File: config.mk
export PLATFORM = sky130hd
export DESIGN_NAME = mem_stage_ws
export DESIGN_NICKNAME = d
export VERILOG_FILES = /design/src/rtl/mem_stage_ws.sv
export SDC_FILE = /design/constraint.sdc
export NUM_CORES = 2
export LEC_CHECK = 0
export ABC_CLOCK_PERIOD_IN_PS = 8320
export BUFFER_PORTS_ARGS = -buffer_cell sky130_fd_sc_hd__buf_2
export CAP_MARGIN = 10
export CORE_ASPECT_RATIO = 0.7
export CORE_UTILIZATION = 55
export CTS_CLUSTER_DIAMETER = 120
export DETAILED_ROUTE_END_ITERATION = 10
export PLACE_DENSITY = 0.72
export SLEW_MARGIN = 15
export SYNTH_ARGS = -nofsm -noshare
export SYNTH_HDL_FRONTEND = slang
export SYNTH_SLANG_ARGS = --single-unit
File: constraint.sdc
create_clock -name clk -period 8.32 [get_ports clk]
set_input_delay 0 -clock clk [delete_from_list [all_inputs] [get_ports clk]]
set_output_delay 0 -clock clk [all_outputs]
set_load 0.01 [all_outputs]
File: src/rtl/mem_stage_ws.sv
// Memory stage of the pipelined ARM core: word-addressed data RAM with a
// configurable number of wait states, followed by the Memory/Writeback register.
module mem_stage_ws #(
  parameter int ADDR_BITS   = 6,
  parameter int WAIT_STATES = 2
) (
  input  logic        clk,
  input  logic        reset,
  input  logic [31:0] ALUResultM,
  input  logic [31:0] WriteDataM,
  input  logic [3:0]  WA3M,
  input  logic [31:0] PCM,
  input  logic        RegWriteM,
  input  logic        MemtoRegM,
  input  logic        MemWriteM,
  output logic        StallM,
  output logic [31:0] ReadDataW,
  output logic [31:0] ALUOutW,
  output logic [3:0]  WA3W,
  output logic [31:0] PCW,
  output logic        RegWriteW,
  output logic        MemtoRegW
);

  typedef enum logic {IDLE, BUSY} state_t;

  localparam logic [3:0] CNT_INIT = (WAIT_STATES > 0) ? 4'(WAIT_STATES - 1) : 4'd0;

  state_t               state, state_next;
  logic [3:0]           cnt, cnt_next;
  logic                 memop, is_store, is_load;
  logic                 stall, bubble, complete, ram_we;
  logic [ADDR_BITS-1:0] idx;
  logic [31:0]          ram [2**ADDR_BITS];

  // A store wins when both flags are set; address low bits and upper bits are dropped.
  assign memop    = MemtoRegM | MemWriteM;
  assign is_store = MemWriteM;
  assign is_load  = MemtoRegM & ~MemWriteM;
  assign idx      = ALUResultM[ADDR_BITS+1:2];

  always_comb begin
    state_next = state;
    cnt_next   = cnt;
    stall      = 1'b0;
    bubble     = 1'b0;
    complete   = 1'b0;
    case (state)
      IDLE: begin
        if (memop) begin
          if (WAIT_STATES == 0) begin
            complete = 1'b1;
          end else begin
            stall      = 1'b1;
            bubble     = 1'b1;
            state_next = BUSY;
            cnt_next   = CNT_INIT;
          end
        end
      end
      BUSY: begin
        if (cnt != 4'd0) begin
          stall    = 1'b1;
          bubble   = 1'b1;
          cnt_next = cnt - 4'd1;
        end else begin
          complete   = 1'b1;
          state_next = IDLE;
        end
      end
      default: state_next = IDLE;
    endcase
  end

  assign StallM = stall & reset;
  assign ram_we = complete & is_store & reset;

  always_ff @(posedge clk or negedge reset) begin
    if (!reset) begin
      state <= IDLE;
      cnt   <= '0;
    end else begin
      state <= state_next;
      cnt   <= cnt_next;
    end
  end

  // RAM contents survive reset.
  always_ff @(posedge clk) begin
    if (ram_we) ram[idx] <= WriteDataM;
  end

  always_ff @(posedge clk or negedge reset) begin
    if (!reset) begin
      ReadDataW <= '0;
      ALUOutW   <= '0;
      WA3W      <= '0;
      PCW       <= '0;
      RegWriteW <= 1'b0;
      MemtoRegW <= 1'b0;
    end else if (bubble) begin
      RegWriteW <= 1'b0;
      MemtoRegW <= 1'b0;
    end else begin
      ReadDataW <= is_load ? ram[idx] : '0;
      ALUOutW   <= ALUResultM;
      WA3W      <= WA3M;
      PCW       <= PCM;
      RegWriteW <= RegWriteM;
      MemtoRegW <= is_load;
    end
  end

endmodule

# After elaboration in Yosys (flattened, before gate mapping)
# Memories as Yosys holds them, arrays and structs flattened.
# Cells that the tools add are included.
# classes
bitwise_logic	7
n_reduce_logical	2
n_addsub	1
n_eq_ne	2
muxes	13
# op_table
cell	count
$mux W32	1
$mux W1	8
$mux W4	2
$pmux W4 S2	1
$and A1 B1 Y1	4
$reduce_bool A4 Y1	1
$sub A4 B1 Y4 const B	1
$ne A2 B1 Y1 const B	1
$ne A2 B2 Y1 const B	1
$not A1 Y1	2
$pmux W1 S2	1
$reduce_and A2 Y1	1
$or A1 B1 Y1	1
# word_totals
out_inout_bits	103
reg_bits	107
n_memories	1
input_bits	105
wordCells	34
ram_bits	2048
# mem_list
name	depth	word_bits	rd	rd_ports_with_merged_regs	wr	line	rtl
ram	64	32	1	0	1	34	logic [31:0] ram [2**ADDR_BITS];

# Longest topological paths before layout
# depth
depth_word	7
depth_mapped	10
mapped_depth_nobuf	8

# Least setup slack after synthesis
# No wires, ideal clock.
# synth_timing
path_kind	reg2reg
from	register cnt[0]
to	memory ram[62][0], enable pin
path_stages_with_launch	8
n_path_buf	0
required_ps	7899
setup_ps	421
period_less_slack_ps	3345
arrival_time_ps	2923
path_slack_ps	4975
path_cell_list	dfrtp_1 > inv_1 > ha_1 > nor3b_1 > nand2_1 > nor3_1 > nand2_1 > nor2_1
# synth_via
elab_chain_len	7
# synth_lines
item	line	rtl
from (decl)	30	logic [3:0] cnt, cnt_next;
from (signal assigned)	84	cnt <= cnt_next;
$reduce_bool A4 Y1	62	if (cnt != 4'd0) begin
$mux W1	62	
$mux W1	48	case (state)
$and A1 B1 Y1 (2 in series)	76	assign ram_we = complete & is_store & reset;
$mux W1	90	if (ram_we) ram[idx] <= WriteDataM;
$mux W1 (not written as such)	90	
to (decl)	34	
# No other way between the ends.

# Worst setup path after layout
# layout_timing
from	input ALUResultM[2]
to	register ReadDataW[13]
# layout_via
elab_chain_len	2
# layout_lines
item	line	rtl
from (decl)	9	input logic [31:0] ALUResultM,
$mem_v2 Z64 W32	-	
$mux W32	105	ReadDataW <= is_load ? ram[idx] : '0;
to (signal assigned)	105	
to (decl)	17	output logic [31:0] ReadDataW,
# No other way between the ends.
# A chain may end at the register's enable or synchronous reset.

==> results.cfg <==
[run_status]
outcome = finished, final reports clean

[clock_network]
root_buffer = clkbuf_16
path_clk_slew_ns = 0.07
clockBufferDepth = 3
ctsResizeCount = 0
cts_buffers = 188
clock_latency_ns = 0.84
cts_sinks = 2155
cts-htree-levels = 4
cts_tree = done

[routing]
drt_iter0_markers = 7894
routed_wl_mm = 227
wire_per_inst_um = 33.4
drt_first_pass_iters = 8
num_vias = 45999
post-route-drc-count = 0
ant_nets = 0
avgViaCountPerCell = 6.77

[synth]
syn_avg_cell_area_sq_um = 19.0
yosysSeqAreaShare_pct = 78.8
synth_top_cell_by_area = edfxtp_1
synth-edff-count = 2048
netlist.area_leader.share_pct = 75.5
netlist_instances = 4298
yosysWarnings = 0
ys_ff_latch = 2155
synth_cell_type_count = 59
async_reset_ff_share_pct = 4.97
synthesis.area_sq_um = 81400
syn_nets = 4404
yosys-top-cells-area = edfxtp_1, mux2i_1, mux4_2
synthTopCellsByCount = edfxtp_1, mux2i_1, o22ai_1
synth_ff_type = edfxtp_1
yosysMostFrequentCell = edfxtp_1

[critical_path]
r2r_slack_ns = 4.40
crit_end = ReadDataW[13]
crit_type = input pin to register
crit-reg2reg-launch = cnt[0]
worst_setup_path_end_kind = register
crit_path_start_kind = input pin
ff2ff_path_depth = 7
crit_start = ALUResultM[2]
crit_fanout = 179
required_ns = 9.03
r2r-end = ram[24][19]
critPathMaxStageDelay_ns = 0.63
crit_path_frequent_cell = buf_12
slowest_stage = buf_12
crit_chain = dlygate4sd3_1 -> buf_8 -> buf_12 -> nor2b_4 -> buf_12 -> buf_4 -> a221oi_1 -> nor2_1 -> o21ai_0 -> a41oi_1 -> a211o_1
crit_arrival_ns = 5.06

[sta]
max_freq_ghz = 0.230
period_minus_slack_ns = 4.34
finalCritPeriodShare_pct = 52.2
slew_headroom_pct = 14.7
drv_slew = 0
worst_pin_slew_ns = 1.27
rsz0062_at_grt = no
fin_skew_ns = 0.0402
fin_tns_setup_ns = 0
finalHoldViolCount = 0
setup_viol = 0

[power]
switchingPower_mw = 5.47
powerDensity_nw_per_um2 = 248
p_leak_nw = 30.6
comb_power_share_pct = 8.6
pwr-share-clk_pct = 37.7
pwr-share-seq_pct = 53.7
power.internal_mw = 17.6
ir_drop_mv = 0.236
p_sw_share_pct = 23.7

[global_routing]
grt_overflow = 0
grt_pass1_wl_mm = 320
antenna_found_initial = 14
grt_pass1_vias = 43250
track_usage_pct = 30.3
grt_start_max_net_pins = 182

[hold_path]
worstHoldPathType = input pin to register

[final_layout]
fin_nets = 4783
area_growth_pct = 14.4
drive_gt1_share_pct = 18.2
postLayoutCoreUtil_pct = 63.7

[die]
fp.dieArea_sq_um = 150000
initial_utilization_pct = 55.7
ios = 208
core_sq_um = 146000
fp.dieH_um = 324
row_count = 117
die_w_um = 462

[place]
numPortBuffers = 207
dp_hpwl_mm = 126
place_congestion = 0.882

[job]
max-cap-violations = 0
layout make-up:
| class | count | area (sq um) |
|---|---|---|
| clock inverter | 99 | 1030 |
| multi-input combinational | 1837 | 16500 |
| sequential | 2155 | 64200 |
| timing repair buffer | 491 | 3880 |
| tap | 1963 | 2460 |
| antenna | 2 | 5.00 |
| fill | 9666 | 53100 |
| clock buffer | 246 | 5060 |
| inverter | 4 | 20.0 |
routing by layer:
layer | up-vias | GRT usage (%) | part of all wire, % | wire (um)
met1 | 23515 | 44.8 | 39 | 88500
met5 | - | 0 | 0.037 | 84
li1 | 18714 | - | - | -
met2 | 3374 | 43.4 | 44 | 99800
met4 | 10 | 8.28 | 2.8 | 6300
met3 | 386 | 9.66 | 14 | 32600
worst max-delay path, delay by kind of cell:
| family | cells | cell delay (ns) |
|---|---|---|
| simple gates | 2 | 0.16 |
| buf+inv | 5 | 2.58 |
| compound gates | 4 | 1.85 |
sequential cells by signal, indices dropped and copies added, names as in the netlist:
register / count
WA3W: 4
state: 1
RegWriteW: 1
MemtoRegW: 1
cnt: 4
ALUOutW: 32
ReadDataW: 32
ram: 2048
PCW: 32
how the worst min path moves through the flow:
stage	from	to	slack, ns	cells after the start
2_1_floorplan	reset	ALUOutW[0]	-0.30	0
3_3_place_gp	reset	ALUOutW[10]	-0.09	1
3_5_place_dp	reset	ALUOutW[10]	-0.09	1
4_1_cts	ALUResultM[3]	ALUOutW[3]	0.003	2
5_1_grt	ALUResultM[3]	ALUOutW[3]	0.05	2
6_report	ALUResultM[3]	ALUOutW[3]	0.06	2
layout by cell type (no fill, tap or decap), drive strengths merged, types with 3 or more instances in the layout:
master       synthesis  final
mux2                67     67
nor2b                6      6
clkbuf             167    247
nor2               161    161
buf                135    324
a22oi              190    190
nor4                 3      3
clkinv               0     78
mux4               132    132
edfxtp            2048   2048
a22o                33     33
inv                  4      9
a31oi               32     32
or2                  3      3
nor3                62     62
and3                 4      4
a211o               30     30
a221o                9      9
nand3b               4      4
o21bai              30     30
a21oi               33     33
o22a                 5      5
a32oi                3      3
o21ai               65     65
nand3                7      7
bufinv               0     14
a41oi               30     30
nand2               30     30
mux2i              383    383
o22ai              250    250
a221oi             234    234
dfrtp              107    107
dlygate4sd3          0    166
and2                 4      4
nand2b               3      3
stage by stage:
step | power, mW | area, sq um | instances | worst slack (ns) | hold slack (ns)
3_5_place_dp | 14.5 | 85200 | 6276 | 3.97 | -0.0861
6_report | 23.1 | 93200 | 6797 | 3.98 | 0.0565
2_1_floorplan | 13.5 | 81400 | 4298 | 4.98 | -0.296
5_1_grt | 23.7 | 93100 | 6795 | 3.76 | 0.0490
3_3_place_gp | 14.5 | 85200 | 6274 | 4.03 | -0.0937
4_1_cts | 23.1 | 93000 | 6787 | 4.19 | 0.00343
power by group through the flow:
stage          logic, mW  clock network, mW  registers (mW)
5_1_grt             2.09               9.16            12.4
2_1_floorplan      0.878                  0            12.6
3_3_place_gp        1.84                  0            12.6
3_5_place_dp        1.89                  0            12.6
4_1_cts             1.96               8.75            12.4
6_report            2.00               8.71            12.4
logic make-up (layout without fill, tap and decap cells):
family / after synthesis / count (layout) / share of synthesized area (%)
other cells: 0 / 2 / 0
fa+ha+maj: 1 / 1 / 0.0154
compound gates: 955 / 955 / 8.62
flops: 2155 / 2155 / 78.8
simple gates: 298 / 298 / 1.63
buf+inv: 306 / 840 / 1.64
xor+xnor: 1 / 1 / 0.0108
mux: 582 / 582 / 9.28
timing repair:
item,in CTS,in global routing
hold endpoints to repair,2163,64
setup endpoints to repair,0,0
buffers inserted,0,0
hold buffers,166,1
(Power assumes the default switching activity.)
